===== src/rtl/id_ex_stage_reg.sv =====
// id_ex_stage_reg
//
// Pipeline register between the ID and EX stages of the five-stage pipeline.
// It resolves operand forwarding in ID, then latches the operands, immediate,
// PC+4 and control bits into EX on each rising clock edge.
//
// A load-use stall or a control-flow flush turns the latched instruction into
// a bubble. A bubble has every control bit, WriteAddr and Valid cleared. The
// registered RegWrite, WriteAddr and MemRead outputs feed back into the hazard
// unit, so a bubble can never be forwarded from or stalled on. Two saturating
// counters record how many stall bubbles and flush bubbles were inserted, for
// debug.
//
// Ports:
//   i_clk, i_rst_n          rising-edge clock, asynchronous active-low reset
//   i_LW_Stall, i_Flush     bubble requests (flush has priority over stall)
//   i_ForwardA/B            operand source: 01 EX result, 10 MEM result,
//                           otherwise register file
//   i_rs_data, i_rt_data    register file read data
//   i_EX_Result             ALU result of the instruction now in EX
//   i_MEM_Result            writeback value of the instruction now in MEM
//   i_Imm32, i_PC_Plus4     immediate and PC+4 of the ID instruction
//   i_WriteAddr, i_*        destination register and control bits
//   o_ID_EX_*               latched values presented to EX
//   o_ID_EX_Valid           1 = real instruction, 0 = bubble
//   o_Stall_Count           saturating count of stall bubbles
//   o_Flush_Count           saturating count of flush bubbles
module id_ex_stage_reg #(
  parameter int DATA_WIDTH = 32,
  parameter int CNT_WIDTH  = 16
) (
  input  logic                  i_clk,
  input  logic                  i_rst_n,
  input  logic                  i_LW_Stall,
  input  logic                  i_Flush,
  input  logic [1:0]            i_ForwardA,
  input  logic [1:0]            i_ForwardB,
  input  logic [DATA_WIDTH-1:0] i_rs_data,
  input  logic [DATA_WIDTH-1:0] i_rt_data,
  input  logic [DATA_WIDTH-1:0] i_EX_Result,
  input  logic [DATA_WIDTH-1:0] i_MEM_Result,
  input  logic [DATA_WIDTH-1:0] i_Imm32,
  input  logic [DATA_WIDTH-1:0] i_PC_Plus4,
  input  logic [4:0]            i_WriteAddr,
  input  logic                  i_RegWrite,
  input  logic                  i_MemRead,
  input  logic                  i_MemWrite,
  input  logic                  i_ALUSrc1,
  input  logic                  i_ALUSrc2,
  input  logic [1:0]            i_MemtoReg,
  input  logic [3:0]            i_ALUOp,
  output logic [DATA_WIDTH-1:0] o_ID_EX_A,
  output logic [DATA_WIDTH-1:0] o_ID_EX_B,
  output logic [DATA_WIDTH-1:0] o_ID_EX_Imm32,
  output logic [DATA_WIDTH-1:0] o_ID_EX_PC_Plus4,
  output logic [4:0]            o_ID_EX_WriteAddr,
  output logic                  o_ID_EX_RegWrite,
  output logic                  o_ID_EX_MemRead,
  output logic                  o_ID_EX_MemWrite,
  output logic                  o_ID_EX_ALUSrc1,
  output logic                  o_ID_EX_ALUSrc2,
  output logic [1:0]            o_ID_EX_MemtoReg,
  output logic [3:0]            o_ID_EX_ALUOp,
  output logic                  o_ID_EX_Valid,
  output logic [CNT_WIDTH-1:0]  o_Stall_Count,
  output logic [CNT_WIDTH-1:0]  o_Flush_Count
);

  localparam logic [CNT_WIDTH-1:0] CNT_MAX = '1;

  logic [DATA_WIDTH-1:0] fwd_a;
  logic [DATA_WIDTH-1:0] fwd_b;
  logic                  bubble;
  logic                  stall_only;

  // Operand forwarding. Codes 00 and 11 both select the register file.
  always_comb begin
    fwd_a = i_rs_data;
    unique case (i_ForwardA)
      2'b01:   fwd_a = i_EX_Result;
      2'b10:   fwd_a = i_MEM_Result;
      default: fwd_a = i_rs_data;
    endcase
  end

  always_comb begin
    fwd_b = i_rt_data;
    unique case (i_ForwardB)
      2'b01:   fwd_b = i_EX_Result;
      2'b10:   fwd_b = i_MEM_Result;
      default: fwd_b = i_rt_data;
    endcase
  end

  // A simultaneous stall and flush inserts a single bubble, and that bubble
  // is charged to the flush counter only.
  assign bubble     = i_Flush | i_LW_Stall;
  assign stall_only = i_LW_Stall & ~i_Flush;

  // Data fields load on every edge, even for a bubble. Their value in a bubble
  // is a don't-care, but loading them keeps it deterministic.
  always_ff @(posedge i_clk or negedge i_rst_n) begin
    if (!i_rst_n) begin
      o_ID_EX_A        <= '0;
      o_ID_EX_B        <= '0;
      o_ID_EX_Imm32    <= '0;
      o_ID_EX_PC_Plus4 <= '0;
    end else begin
      o_ID_EX_A        <= fwd_a;
      o_ID_EX_B        <= fwd_b;
      o_ID_EX_Imm32    <= i_Imm32;
      o_ID_EX_PC_Plus4 <= i_PC_Plus4;
    end
  end

  // Control fields are zeroed for a bubble. Clearing WriteAddr keeps the
  // hazard unit from ever matching against the bubble.
  always_ff @(posedge i_clk or negedge i_rst_n) begin
    if (!i_rst_n) begin
      o_ID_EX_WriteAddr <= '0;
      o_ID_EX_RegWrite  <= 1'b0;
      o_ID_EX_MemRead   <= 1'b0;
      o_ID_EX_MemWrite  <= 1'b0;
      o_ID_EX_ALUSrc1   <= 1'b0;
      o_ID_EX_ALUSrc2   <= 1'b0;
      o_ID_EX_MemtoReg  <= '0;
      o_ID_EX_ALUOp     <= '0;
      o_ID_EX_Valid     <= 1'b0;
    end else if (bubble) begin
      o_ID_EX_WriteAddr <= '0;
      o_ID_EX_RegWrite  <= 1'b0;
      o_ID_EX_MemRead   <= 1'b0;
      o_ID_EX_MemWrite  <= 1'b0;
      o_ID_EX_ALUSrc1   <= 1'b0;
      o_ID_EX_ALUSrc2   <= 1'b0;
      o_ID_EX_MemtoReg  <= '0;
      o_ID_EX_ALUOp     <= '0;
      o_ID_EX_Valid     <= 1'b0;
    end else begin
      o_ID_EX_WriteAddr <= i_WriteAddr;
      o_ID_EX_RegWrite  <= i_RegWrite;
      o_ID_EX_MemRead   <= i_MemRead;
      o_ID_EX_MemWrite  <= i_MemWrite;
      o_ID_EX_ALUSrc1   <= i_ALUSrc1;
      o_ID_EX_ALUSrc2   <= i_ALUSrc2;
      o_ID_EX_MemtoReg  <= i_MemtoReg;
      o_ID_EX_ALUOp     <= i_ALUOp;
      o_ID_EX_Valid     <= 1'b1;
    end
  end

  // Bubble counters. Each one holds at all-ones instead of wrapping to zero.
  always_ff @(posedge i_clk or negedge i_rst_n) begin
    if (!i_rst_n) begin
      o_Stall_Count <= '0;
      o_Flush_Count <= '0;
    end else begin
      if (stall_only && (o_Stall_Count != CNT_MAX))
        o_Stall_Count <= o_Stall_Count + 1'b1;
      if (i_Flush && (o_Flush_Count != CNT_MAX))
        o_Flush_Count <= o_Flush_Count + 1'b1;
    end
  end

endmodule


===== config.mk =====
export PLATFORM = sky130hd
export DESIGN_NAME = id_ex_stage_reg
export DESIGN_NICKNAME = d
export VERILOG_FILES = /design/src/rtl/id_ex_stage_reg.sv
export SDC_FILE = /design/constraint.sdc
export NUM_CORES = 1
export LEC_CHECK = 0
export BUFFER_PORTS_ARGS = -buffer_cell sky130_fd_sc_hd__buf_2
export CAP_MARGIN = 30
export CORE_AREA = 4 4 150 152
export DETAILED_ROUTE_END_ITERATION = 10
export DIE_AREA = 0 0 154 156
export GPL_TIMING_DRIVEN = 0
export PLACE_DENSITY_LB_ADDON = 0.25
export SYNTH_ARGS = -nofsm -noshare
export SYNTH_HDL_FRONTEND = slang
export SYNTH_SLANG_ARGS = --single-unit

===== constraint.sdc =====
create_clock -name i_clk -period 5.31 [get_ports i_clk]
set_input_delay 0 -clock i_clk [delete_from_list [all_inputs] [get_ports i_clk]]
set_output_delay 0 -clock i_clk [all_outputs]
set_load 0.005 [all_outputs]

-- After elaboration in Yosys (flattened, before gate mapping)
Index checks and enable logic that the tools add are counted.
- bits in registers: 177
- input port bits: 216
- output and inout port bits: 177
- add/subtract/negate cells: 2
- equal/unequal tests: 6
- multiplexer cells: 11
- bitwise operators: 3
- reduce and logical (&&, ||, !) cells: 2
- operators by type and width (operator ; number):
    one-hot mux 32 bit (2 select lines) ; 2
    adder 16 x 1 -> 16 bit, second input constant ; 2
    != test 16 bit, second input constant ; 2
    2-to-1 mux 1 bit ; 6
    2-to-1 mux 5 bit ; 1
    equality test 2 x 1 -> 1 bit, second input constant ; 2
    equality test 2 bit, second input constant ; 2
    2-to-1 mux 4 bit ; 1
    logical AND 1 bit ; 2
    2-to-1 mux 2 bit ; 1
    bitwise AND 1 bit ; 1
    NOT 1 bit ; 1
    bitwise OR 1 bit ; 1

-- Longest topological paths before layout
Gate-level depths: netlist of run 1.
- word-level depth: 3
- mapped depth: 6
- gate-level depth less buffers: 5

-- Worst setup path before layout of run 1
OpenSTA, ideal clock, no wires.
- kind: reg2reg
- start point: register o_Flush_Count[0]
- end point: register o_Flush_Count[1]
- library setup time: 125 ps
- arrival time: 1586 ps
- required time: 5185 ps
- path slack: 3599 ps
- cell stages (with the launch flop): 6
- buffers on the path: 0
- clock period less this slack: 1711 ps
- cell sequence: dfrtp_1 -> ha_1 -> nand2_1 -> nor4_4 -> a31oi_2 -> mux2_4
- longest elaborated chain between the ends: 2
- ends and longest elaborated chain (item ; RTL line ; text):
    start, declared ; 66 ; output logic [CNT_WIDTH-1:0] o_Flush_Count
    start signal, assigned ; 161 ; o_Flush_Count <= o_Flush_Count + 1'b1;
    parallel branches: the longest is 2 deep, another holds adder 16 x 1 -> 16 bit ; - ;
Parallel ways; which one is timed is not known.
A chain may end at the register's enable or synchronous reset.

-- Worst setup path after layout of run 1
Ends and elaborated chain as after synthesis.

==> summary.md, run 1 <==
The number of resized instances in the post-cts repair step was 0; the sequential-to-total area share from yosys stat was 67.5%. The number of placed instances, taps included, is 1213. The number of antenna violations at the first check in global routing is 0. The logs give 3.41 ns for the setup slack after layout and 7051 for the via count of the first global-routing pass. The number of primary I/O pins is 393, and the count of endpoints failing setup in the final report is 0.

The region available for standard cell placement spans 21000 sq um. Flip-flop and latch count after synthesis: 177. Excluding fillers, the count of instances in the completed layout stands at 1451.

The clock tree skew after final layout came out at 0.00798 ns. Averaged over all synthesized cells, the footprint is 12.0 sq um. During placement, the flow inserted port buffers numbering 392. For the worst setup path, the data arrival time is 2.21 ns. The row count was 53. Timing analysis after detailed placement gives a worst setup slack of 3.40 ns. The last weighted congestion value of the routability-driven placer is 0.891.

The top cell type by total area after synthesis was dfrtp_1. For the pin with the worst max-slew slack, the measured transition is 0.690 ns. The type of the most critical hold path was input port to register. The total negative slack for setup checks is 0 ns. Summing every instance area after synthesis gives 6560 sq um. The critical path is of the register to register type. The startpoint type of the worst setup path is a register. In this run the static leakage power is 5.83 nW. The clock tree synthesis step divided the H-tree into 4 levels. The share of layout cells above drive strength 1 was 36.7%.

The cell count after synthesis was 545; the total DRC errors in the routed layout was 0. The cell at the slowest stage of the critical path is nor4_4. Summing all non-filler instances in the final layout gives an area of 11600 sq um. The signed area change from the synthesized netlist to the final layout is 76.3%, and the peak supply drop is 0.171 mV. The die covers 24000 sq um. The half-perimeter wire length after placement was 18600 um; the largest driver fanout on the critical path was 8.

The effective utilization at floorplan is 31.2%, and the number of nets with antenna violations after detailed routing is 0. Achievable frequency: 525 MHz. TritonCTS buffer count: 17.

For the final-report hold violation count, the log shows 0. The worst setup path is captured at a register. The power density over the cells was 309 nW/um^2. Number of distinct library cells after synthesis: 34.

TritonCTS built the clock tree. Normalized max-slew margin: 54.0%. The via-per-instance ratio works out to 4.71. Number of max-cap violations: 0. Clock latency on the worst-skew pair, taken at its later pin, is 0.42 ns. The total congestion overflow is 0, and the maximum buffer depth of the clock tree is 2. Cells fill 55.0% of the core in the end.

In this run the biggest area consumer among cell types represents 67.5% of the synthesized area. The run finished with clean final reports. Walking the worst path, the cells encountered are ha_1 -> nand2_1 -> nor4_4 -> a31oi_2 -> mux2_4.

The master cell of the clock root buffer is clkbuf_16. For the first-pass GRT wire length, the log shows 38800 um. The maximum cell stage delay along the critical path came out at 0.54 ns. Global routing used 20.8% of the available tracks across all layers. The number of nets in the synthesized netlist is 767. After the first detailed-routing iteration, the DRC count stood at 380. Detailed routing inserted a total of 6836 vias. The clock sink total was 177; the number of max-slew violations in the final report was 0. 0 antenna diodes ended up in the layout. Yosys printed 0 warnings. The total routed wirelength is 25800 um, and the final cycle utilization of the critical path is 35.9%. Yosys attributes the largest share of cell area to dfrtp_1 68%, a22oi_1 7.3%, o21ai_0 5.0%. For the critical path required time, the log shows 5.62 ns. The clock slew at the register clock pins of the worst setup and hold paths is 0.07 ns, and the largest net degree at the start of global routing is 120. The clock period minus worst slack was 1.90 ns; the placed instance area was 8900 sq um. The first detailed-routing pass took 5 iterations.

The die is 154 um wide. In the final routed layout, each cell accounts on average for 17.8 um. Setup repair after global routing left no endpoint under its margin. The die boundary height was 156 um; the number of nets in the finished design was 1385.
==> area by class of cell <==
type | instances | area (sq um)
buffer | 27 | 101
clock buffer | 18 | 439
clock inverter | 14 | 163
fill | 1859 | 9460
inverter | 7 | 26.3
multi-input combinational | 334 | 2000
sequential | 177 | 4430
tap | 275 | 344
timing repair buffer | 599 | 4060
==> registers in the layout, indices dropped and copies added, names as in the netlist <==
register,flops
o_Flush_Count,16
o_ID_EX_A,32
o_ID_EX_ALUOp,4
o_ID_EX_ALUSrc1,1
o_ID_EX_ALUSrc2,1
o_ID_EX_B,32
o_ID_EX_Imm32,32
o_ID_EX_MemRead,1
o_ID_EX_MemWrite,1
o_ID_EX_MemtoReg,2
o_ID_EX_PC_Plus4,32
o_ID_EX_RegWrite,1
o_ID_EX_Valid,1
o_ID_EX_WriteAddr,5
o_Stall_Count,16
==> through the flow <==
| step | power, W | hold slack (ns) |
|---|---|---|
| 6_report | 0.00357 | 0.0308 |
| 3_5_place_dp | 0.00216 | -0.0438 |
| 3_3_place_gp | 0.00215 | 0.108 |
| 4_1_cts | 0.00361 | 0.00204 |
| 2_1_floorplan | 0.00180 | -0.296 |
| 5_1_grt | 0.00376 | 0.0495 |
==> final timing paths <==
kind                                                    start                            end  slack, ns  cells past startpoint
worst max-delay path             o_Flush_Count[0]$_DFFE_PN0P_   o_Flush_Count[1]$_DFFE_PN0P_       3.41                      5
worst min-delay path                               i_LW_Stall      o_ID_EX_ALUSrc2$_DFF_PN0_       0.03                      3
worst max register to register   o_Flush_Count[0]$_DFFE_PN0P_   o_Flush_Count[1]$_DFFE_PN0P_       3.41                      5
worst min register to register  o_Flush_Count[15]$_DFFE_PN0P_  o_Flush_Count[15]$_DFFE_PN0P_       0.51                      1
max in group asynchronous                             i_rst_n         o_ID_EX_B[9]$_DFF_PN0_       4.25                      3
min in group asynchronous                             i_rst_n     o_ID_EX_Imm32[0]$_DFF_PN0_       0.12                      2
==> cells by family after synthesis <==
kind of cell	after synthesis	share of synthesized area (%)
multiplexers	4	0.744
XOR/XNOR	20	2.67
buffers and inverters	34	1.95
AND/OR/NAND/NOR	156	11.7
flip-flops	177	67.5
AO/OA/AOI/OAI	148	14.2
adder cells (fa/ha/maj)	6	1.14
==> power by group <==
| part | internal (W) | switching (W) | total, W |
|---|---|---|---|
| Sequential | 0.00148 | 0.000103 | 0.00158 |
| Clock | 0.000688 | 0.000591 | 0.00128 |
| Combinational | 0.000377 | 0.000330 | 0.000707 |
==> cells in the mapped netlist, drive strengths merged <==
master / instances
dfrtp: 177
nand2: 78
o21ai: 65
a22oi: 64
clkbuf: 27
and2: 17
nand3: 12
xor2: 12
nor2: 10
a21oi: 9
nand4: 8
nor3: 8
xnor2: 8
and3: 7
inv: 7
nor4: 7
ha: 6
mux2: 4
a21boi: 3
a31oi: 3
nand2b: 2
o31ai: 2
or3: 2
and4: 1
nand3b: 1
nand4b: 1
nor2b: 1
nor4b: 1
o2111a: 1
o2111ai: 1
==> per-layer routing <==
| layer | share of wire (%) | wire length (um) | vias up | global-route usage (%) |
|---|---|---|---|---|
| met5 | 0 | 0 | - | 0 |
| met4 | 2.5 | 632 | 0 | 6.64 |
| met3 | 7.6 | 1970 | 35 | 4.99 |
| met2 | 52 | 13500 | 369 | 37.8 |
| met1 | 38 | 9670 | 3264 | 24.1 |
| li1 | - | - | 3168 | - |
==> what timing repair did <==
| item | CTS | global route |
|---|---|---|
| endpoints found under the hold margin | 205 | 0 |
| buffers inserted | 0 | 0 |
| hold buffers | 206 | 0 |
==> worst max-delay path, delay by kind of cell (launching register included) <==
family	cells	cell delay, ns
flip-flops	1	0.42
AND/OR/NAND/NOR	2	0.64
AO/OA/AOI/OAI	1	0.19
multiplexers	1	0.32
adder cells (fa/ha/maj)	1	0.23
==> cell usage in the layout (no fill, tap or decap), drive strengths merged, types with 6 or more instances in the layout <==
| master | Yosys | layout |
|---|---|---|
| and2 | 17 | 17 |
| nand4 | 8 | 8 |
| a21oi | 9 | 9 |
| xnor2 | 8 | 8 |
| nand3 | 12 | 12 |
| nor4 | 7 | 7 |
| dlygate4sd3 | 0 | 206 |
| clkbuf | 27 | 45 |
| nor2 | 10 | 10 |
| and3 | 7 | 7 |
| nand2 | 78 | 78 |
| nor3 | 8 | 8 |
| dfrtp | 177 | 177 |
| inv | 7 | 16 |
| ha | 6 | 6 |
| buf | 0 | 393 |
| xor2 | 12 | 12 |
| o21ai | 65 | 65 |
| a22oi | 64 | 64 |
(Power assumes the default switching activity.)
==> run 2: changes to the inputs <==
--- a/config.mk
+++ b/config.mk
@@ -5,11 +5,12 @@
 export SDC_FILE = /design/constraint.sdc
 export NUM_CORES = 1
 export LEC_CHECK = 0
+export ABC_AREA = 1
 export BUFFER_PORTS_ARGS = -buffer_cell sky130_fd_sc_hd__buf_2
 export CAP_MARGIN = 30
-export CORE_AREA = 4 4 150 152
+export CORE_AREA = 4 4 151 153
 export DETAILED_ROUTE_END_ITERATION = 10
-export DIE_AREA = 0 0 154 156
+export DIE_AREA = 0 0 155 157
 export GPL_TIMING_DRIVEN = 0
 export PLACE_DENSITY_LB_ADDON = 0.25
 export SYNTH_ARGS = -nofsm -noshare
==> constraint.sdc (replaced) <==
create_clock -name i_clk -period 1.86 [get_ports i_clk]
set_input_delay 0 -clock i_clk [delete_from_list [all_inputs] [get_ports i_clk]]
set_output_delay 0 -clock i_clk [all_outputs]
set_load 0.005 [all_outputs]
==> summary.md, run 2 <==
Global routing consumed, over all layers together, 22.6% of the routing resources. The number of distinct library cells after synthesis was 22. Summing the areas of all and, or, nand and nor instances in the mapped netlist gives 20.7% of the synthesized area. CTS built an H-tree with a depth of 4.

After synthesis, the largest family of logic cells by area is simple AND/OR/NAND/NOR gates. In the post-synthesis netlist, the biggest area contributors are dfrtp_1 63%, nand2_1 9.5%, a21oi_1 9.0%. The run gives 0.204 ns as the worst-case setup slack after placement. By count the netlist is led by 179 x nand2_1, 177 x dfrtp_1, 128 x a21oi_1, 110 x nor2_1, 54 x inv_1.

Of all nets on the critical path, the largest fanout is 10. Dividing the detail-routed via count by the number of cells gives 4.61. The count of endpoints failing setup in the final report is 0.

The adder-cell share of the synthesized area was 1.06%; the flip-flop and latch count after synthesis was 177. The number of enable-type register cells in the synthesized netlist is 0. The run gives 2.21 ns as the critical path required time. The logs give 177 for the clock sink total and 0 for the number of max-slew violations in the final report. STA classifies the critical path startpoint as an input port. Synthesis handed over a netlist of 763 instances. The worst hold path belongs to the class input port to asynchronous set/reset pin. For this run, the register share of the synthesized area comes to 62.5%. After detailed placement, the total cell area comes to 9440 sq um. Summing the areas of all xor and xnor instances in the mapped netlist gives 0.865% of the synthesized area.

The number of antenna violations at the first check in global routing came out at 1. In this run, CTS created clock tree buffers numbering 17. The met2 wire length was 14800 um.

The die covers 24300 sq um. The pre-antenna-repair detailed-routing pass consisted of 5 iterations. Entering global routing, the biggest net connects 118 pins. The number of primary I/O pins is 393, and the number of nets with antenna violations after detailed routing is 0. For the vias after detailed routing, the log shows 7754. Overall power consumption after layout is estimated at 0.0103 W.

For this block, the routed nets add up to 28200 um of wire. Each instance of the synthesized netlist takes up on average 9.29 sq um. The logs give 0.0789 ns for the setup slack after layout and 0.42 ns for the latest clock arrival within the worst-skew pair. The horizontal die dimension came out at 155 um. Start-to-end type of the worst setup path: input port to register. Across the VDD grid, the largest voltage drop is 0.506 mV.

The die boundary height is 157 um, and the normalized max-slew margin is 47.0%. Of all cell types, the one taking the most synthesized area is dfrtp_1. The signed area change from the synthesized netlist to the final layout works out to 71.6%.

In this run the cell area of the synthesized design comes to 7090 sq um. Leaving out fill and tap cells, the most frequent cell in the layout is buf_2. The top cell types in the final layout, fill and taps aside, are 391 x buf_2, 212 x dlygate4sd3_1, 179 x nand2_1. After floorplanning, the core was divided into 54 placement rows.

The number of input and output port buffers inserted was 392; the achievable frequency was 561 MHz. Clock-pin slew was measured on the worst setup and hold paths at 0.08 ns. At the end of routability-driven placement, the weighted congestion stood at 0.858. Yosys printed 0 warnings.

Summing the areas of all compound-gate instances in the mapped netlist gives 10.3% of the synthesized area. The run finished with clean final reports. Setup repair after global routing left no endpoint under its margin. The nature of the critical path endpoint was a register. Once the floorplan was initialized, standard cells occupied 32.9% of the core. Global routing finished with a remaining overflow of 0. The final cycle utilization of the critical path works out to 95.8%. The area share of the largest cell type after synthesis was 62.5%.

The clock tree skew after final layout was 0.0103 ns. The clock period minus worst slack is 1.78 ns, and the routed length on met1 is 10300 um. The number of nets in the synthesized netlist is 985. Dividing the detail-routed wire length by the instance count gives 16.8 um. The routed length on met3 was 2310 um; the half-perimeter wire length after placement was 19900 um. The total DRC errors in the routed layout came out at 0. In this run the top signal layer used is met4. For the pin with the worst max-slew slack, the measured transition is 0.795 ns.

The first routing iteration left 300 violations. The final-report hold violation count was 0; the multiplexer fraction of the synthesized cell area was 0%. The run gives 7998 as the via count of the first global-routing pass.

The core region is 21600 sq um. Maximum buffer depth of the clock tree: 2. The tree is rooted in a clkbuf_16.

The tools report the static leakage as 6.15 nW. The first global-routing pass estimated 42700 um of wire. The post-synthesis async set-or-reset flop share came out at 100%. TritonCTS built the clock tree. In the final design database the tool counted 1609 nets.

The tool flagged a number of max-cap violations equal to 0. By instance count, the leading cell after synthesis is nand2_1. At the worst endpoint, the arrival time is 2.13 ns. After routing, the total negative slack on setup checks comes to 0 ns. The share of layout cells above drive strength 1 is 32.4%, and the post-layout instance area is 12200 sq um. Power spread over the standard cell area amounts to 844 nW/um^2. The most frequently used flop master after synthesis was dfrtp_1.
==> run 2: cell types whose count changed in the layout (fill, tap and decap cells not counted), moves of 8 or more <==
| cell | before | now |
|---|---|---|
| nand2_2 | 0 | 8 |
| inv_1 | 7 | 54 |
| a21oi_1 | 9 | 128 |
| nand2_1 | 78 | 179 |
| and2_1 | 17 | 0 |
| xor2_1 | 12 | 0 |
| o21ai_0 | 65 | 8 |
| nor2_1 | 10 | 110 |
| a22oi_1 | 64 | 0 |
==> run 2: layer usage <==
layer / GRT usage (%) / vias up
li1: - / 3675
met4: 8.83 / 0
met5: 0 / -
met2: 41.1 / 367
met1: 25.4 / 3671
met3: 5.64 / 41
==> run 2: what timing repair did <==
action	in CTS	in global routing
resized for setup	0	2
hold buffers	212	0
hold endpoints to repair	211	0
setup buffers	0	0
endpoints found under the setup margin	0	5
==> run 2: logic make-up (layout without fill, tap and decap cells) <==
kind of cell    Yosys count  after routing
other cells               0              1
buf+inv                  84            721
xor+xnor                  7              7
fa+ha+maj                 6              6
flops                   177            177
simple gates            346            346
compound gates          143            143
==> run 2: per-stage QoR <==
stage / utilization (%) / hold slack (ns) / cells
after detailed placement: 43.8 / -0.0289 / 1436
final: 56.4 / 0.100 / 1681
after CTS: 56.4 / 0.118 / 1680
after global placement: 43.6 / 0.108 / 1435
after global routing: 56.4 / 0.131 / 1681
after floorplan: - / -0.296 / 763
==> run 2: critical path: stages <==
cell           delay [ns]
buf_2                0.09
inv_1                0.04
ha_1                 0.27
clkbuf_1             0.15
inv_1                0.15
clkbuf_1             0.63
nor2_1               0.10
a21oi_1              0.15
dlygate4sd3_1        0.56
==> run 2: path summary, 6_finish.rpt <==
path	from	slack [ns]	endpoint	depth (start not counted)
setup / recovery	i_ForwardA[0]	0.08	o_ID_EX_A[21]$_DFF_PN0_	9
hold / removal	i_rst_n	0.10	o_Stall_Count[8]$_DFFE_PN0P_	2
setup reg to reg	o_Stall_Count[0]$_DFFE_PN0P_	0.22	o_Stall_Count[10]$_DFFE_PN0P_	8
hold reg to reg	o_Flush_Count[1]$_DFFE_PN0P_	0.53	o_Flush_Count[1]$_DFFE_PN0P_	2
max in group asynchronous	i_rst_n	0.79	o_ID_EX_B[16]$_DFF_PN0_	3
min in group i_clk	i_PC_Plus4[31]	0.21	o_ID_EX_PC_Plus4[31]$_DFF_PN0_	2
==> run 2: layout make-up <==
cell class / count / area, sq um
tap: 280 / 350
inverter: 56 / 210
clock inverter: 14 / 166
fill: 1913 / 9400
clock buffer: 18 / 429
multi-input combinational: 502 / 2330
antenna: 1 / 2.50
sequential: 177 / 4430
timing repair buffer: 605 / 4120
buffer: 28 / 114
==> run 2: power by group <==
| group | leakage [nW] | switching, W | internal, W |
|---|---|---|---|
| sequential | 2.15 | 0.000230 | 0.00421 |
| combinational | 3.71 | 0.00105 | 0.00111 |
| clock | 0.285 | 0.00173 | 0.00193 |
| total | 6.15 | 0.00301 | 0.00726 |
==> run 3: changes to the inputs <==
--- a/config.mk
+++ b/config.mk
@@ -6,7 +6,7 @@
 export NUM_CORES = 1
 export LEC_CHECK = 0
 export ABC_AREA = 1
-export BUFFER_PORTS_ARGS = -buffer_cell sky130_fd_sc_hd__buf_2
+export BUFFER_PORTS_ARGS = -buffer_cell sky130_fd_sc_hd__buf_4
 export CAP_MARGIN = 30
 export CORE_AREA = 4 4 151 153
 export DETAILED_ROUTE_END_ITERATION = 10
==> constraint.sdc (replaced) <==
create_clock -name i_clk -period 1.86 [get_ports i_clk]
set_input_delay 0.465 -clock i_clk [delete_from_list [all_inputs] [get_ports i_clk]]
set_output_delay 0.465 -clock i_clk [all_outputs]
set_load 0.005 [all_outputs]
==> summary.md, run 3 (same netlist as run 2, synthesis figures left out) <==
Once detail routing completed, the nets flagged for antenna violations numbered 0. Number of max-slew violations in the final report: 0. For hold timing, the worst endpoint is o_ID_EX_Imm32[1]$_DFF_PN0_.

The tools report the number of fill cells as 2073. The tools report the normalized max-slew margin as 44.7%. The number of resized instances in the post-cts repair step was 0. In the global route stage, overall resource usage came out at 20.9%.

The power density over the cells was 911 nW/um^2; the wire length per cell was 17.8 um. The total area inside the core boundary comes to 21600 sq um. The type of the most critical hold path was input port to register. The via-per-instance ratio is 4.60, and the half-perimeter wire length after placement is 20300 um.

The peak supply drop was 0.510 mV; the via count of the first global-routing pass was 6992. Setup repair after global routing left no endpoint under its margin. For this run, design rule violations remaining after detail routing come to 0.

The worst setup path is launched from a register. The worst register-to-register path ends at o_Stall_Count[10]$_DFFE_PN0P_. Start-to-end type of the worst setup path: register to register.

The slack of the worst reg-to-reg path is 0.18 ns, and the critical path required time is 2.21 ns. The signed area change from the synthesized netlist to the final layout was 55.5%. The worst path uses 90.3% of the clock period. The detailed-router iteration count before antenna repair was 5. Of all nets on the critical path, the largest fanout is 9.

Summed over all cells, the static leakage comes to 5.55 nW. The clock slew at the register clock pins of the worst setup and hold paths is 0.07 ns. The hold buffer count at cts is 1, and the row count is 54. The cell count of the worst hold path was 1. The tools report the placed instance area as 10400 sq um. The tools report the floorplan die area as 24300 sq um. The startpoint of the worst hold path was i_Imm32[1]. For the clock tree skew after final layout, the log shows 0.00856 ns. Cells with a size suffix above 1 make up 38.0% of the layout. The initial utilization of the core area, before any placement, comes to 32.9%.

Most common cell after layout, fill and taps aside: buf_4. The H-tree was split into 4 levels. At the end of routability-driven placement, the weighted congestion stood at 0.856.

The source of the worst register-to-register timing path was o_Stall_Count[0]$_DFFE_PN0P_. TritonCTS built the clock tree. The master cell of the clock root buffer is clkbuf_16.

At the pin with the least slew margin, the transition time is 0.830 ns. The detailed router finished its first iteration with 265 violations. In the final design database the tool counted 1398 nets. The nature of the critical path endpoint is a register.

The first global-routing pass estimated 38800 um of wire. The clock net in this run drives a total of 177 sinks. The run gives 0 as the number of max-cap violations. Counting I/O delays and the setup requirement, the final critical path takes 1.68 ns. The run gives 111 as the largest net degree at the start of global routing. The flow ran to the end, and the final reports show no timing, DRC or antenna violations. The tools report the count of endpoints failing setup in the final report as 0. For the hold slack, the log shows 0.141 ns.

The achievable frequency is 596 MHz. The run gives 393 as the number of primary I/O pins. With fillers left out, the area of the finished cells amounts to 11000 sq um.

The vias after detailed routing came out at 6762. During placement, the flow inserted port buffers numbering 392. The number of antenna violations at the first check in global routing was 0; the number of setup buffers added after CTS was 0.

Clock tree synthesis inserted a total of 17 buffers. The number of antenna diodes in the final layout is 0. In the layout the commonest cells are 391 x buf_4, 179 x nand2_1, 177 x dfrtp_1.

Data on the critical path arrives at its endpoint at 2.03 ns. The share of the core filled with cells in the final layout was 51.1%; the final-report hold violation count was 0. In this run the horizontal extent of the chip is 155 um. The latest clock arrival within the worst-skew pair was 0.42 ns.

The total congestion overflow came out at 0. For the maximum buffer depth of the clock tree, the log shows 2. The count of cells along the worst register-to-register path was 8; the total routed wirelength was 26100 um.

Die boundary height: 157 um.
run 3: cell types whose count changed in the layout (fill, tap and decap cells not counted), moves of 2 or more:
cell / delta
inv_8: -3
buf_2: -391
inv_6: +2
buf_4: +391
dlygate4sd3_1: -211
run 3: final cells by class:
class	count	area (sq um)	share of cell area, %
Clock inverter	14	168	1.52
Multi-Input combinational cell	502	2330	21.2
Buffer	28	113	1.02
Timing Repair Buffer	394	2990	27.1
Inverter	56	210	1.91
Clock buffer	18	429	3.89
Tap cell	280	350	3.18
Sequential cell	177	4430	40.2
run 3: power by group:
group	leakage, nW	internal, W	switching, W
sequential	2.15	0.00422	0.000237
combinational	3.11	0.00101	0.000948
clock	0.287	0.00192	0.00170
run 3: critical path, stage by stage (launching register included):
cell,delay [ns]
dfrtp_1,0.44
ha_1,0.28
nand3_1,0.13
inv_1,0.08
nand2_1,0.10
nor2_2,0.07
nor2_2,0.31
nand2_1,0.10
o21ai_1,0.09
run 3: worst max-delay path by stage:
| stage | start | to | slack, ns |
|---|---|---|---|
| 3_5_place_dp | i_ForwardA[0] | o_ID_EX_A[23]$_DFF_PN0_ | -0.26 |
| 5_1_grt | o_Stall_Count[0]$_DFFE_PN0P_ | o_Stall_Count[10]$_DFFE_PN0P_ | 0.02 |
| 3_3_place_gp | i_rst_n | o_ID_EX_B[7]$_DFF_PN0_ | -0.84 |
| 2_1_floorplan | i_ForwardA[0] | o_ID_EX_A[10]$_DFF_PN0_ | 0.34 |
| 6_report | o_Stall_Count[0]$_DFFE_PN0P_ | o_Stall_Count[10]$_DFFE_PN0P_ | 0.18 |
| 4_1_cts | o_Stall_Count[0]$_DFFE_PN0P_ | o_Stall_Count[10]$_DFFE_PN0P_ | 0.18 |
run 3: metrics by stage:
stage | instances | total power [W] | setup TNS [ns] | worst slack (ns)
2_1_floorplan | 763 | 0.00513 | 0 | 0.344
3_3_place_gp | 1435 | 0.00647 | -153.75 | -0.839
3_5_place_dp | 1436 | 0.00652 | -7.32 | -0.260
4_1_cts | 1469 | 0.0102 | 0 | 0.176
5_1_grt | 1469 | 0.0106 | 0 | 0.0177
6_report | 1469 | 0.0100 | 0 | 0.181
run 3: layer usage:
layer	GRT usage [%]	share of wire, %
met1	22.5	36
met2	38.0	52
met3	7.70	9.6
met4	6.81	2.6
met5	0	0
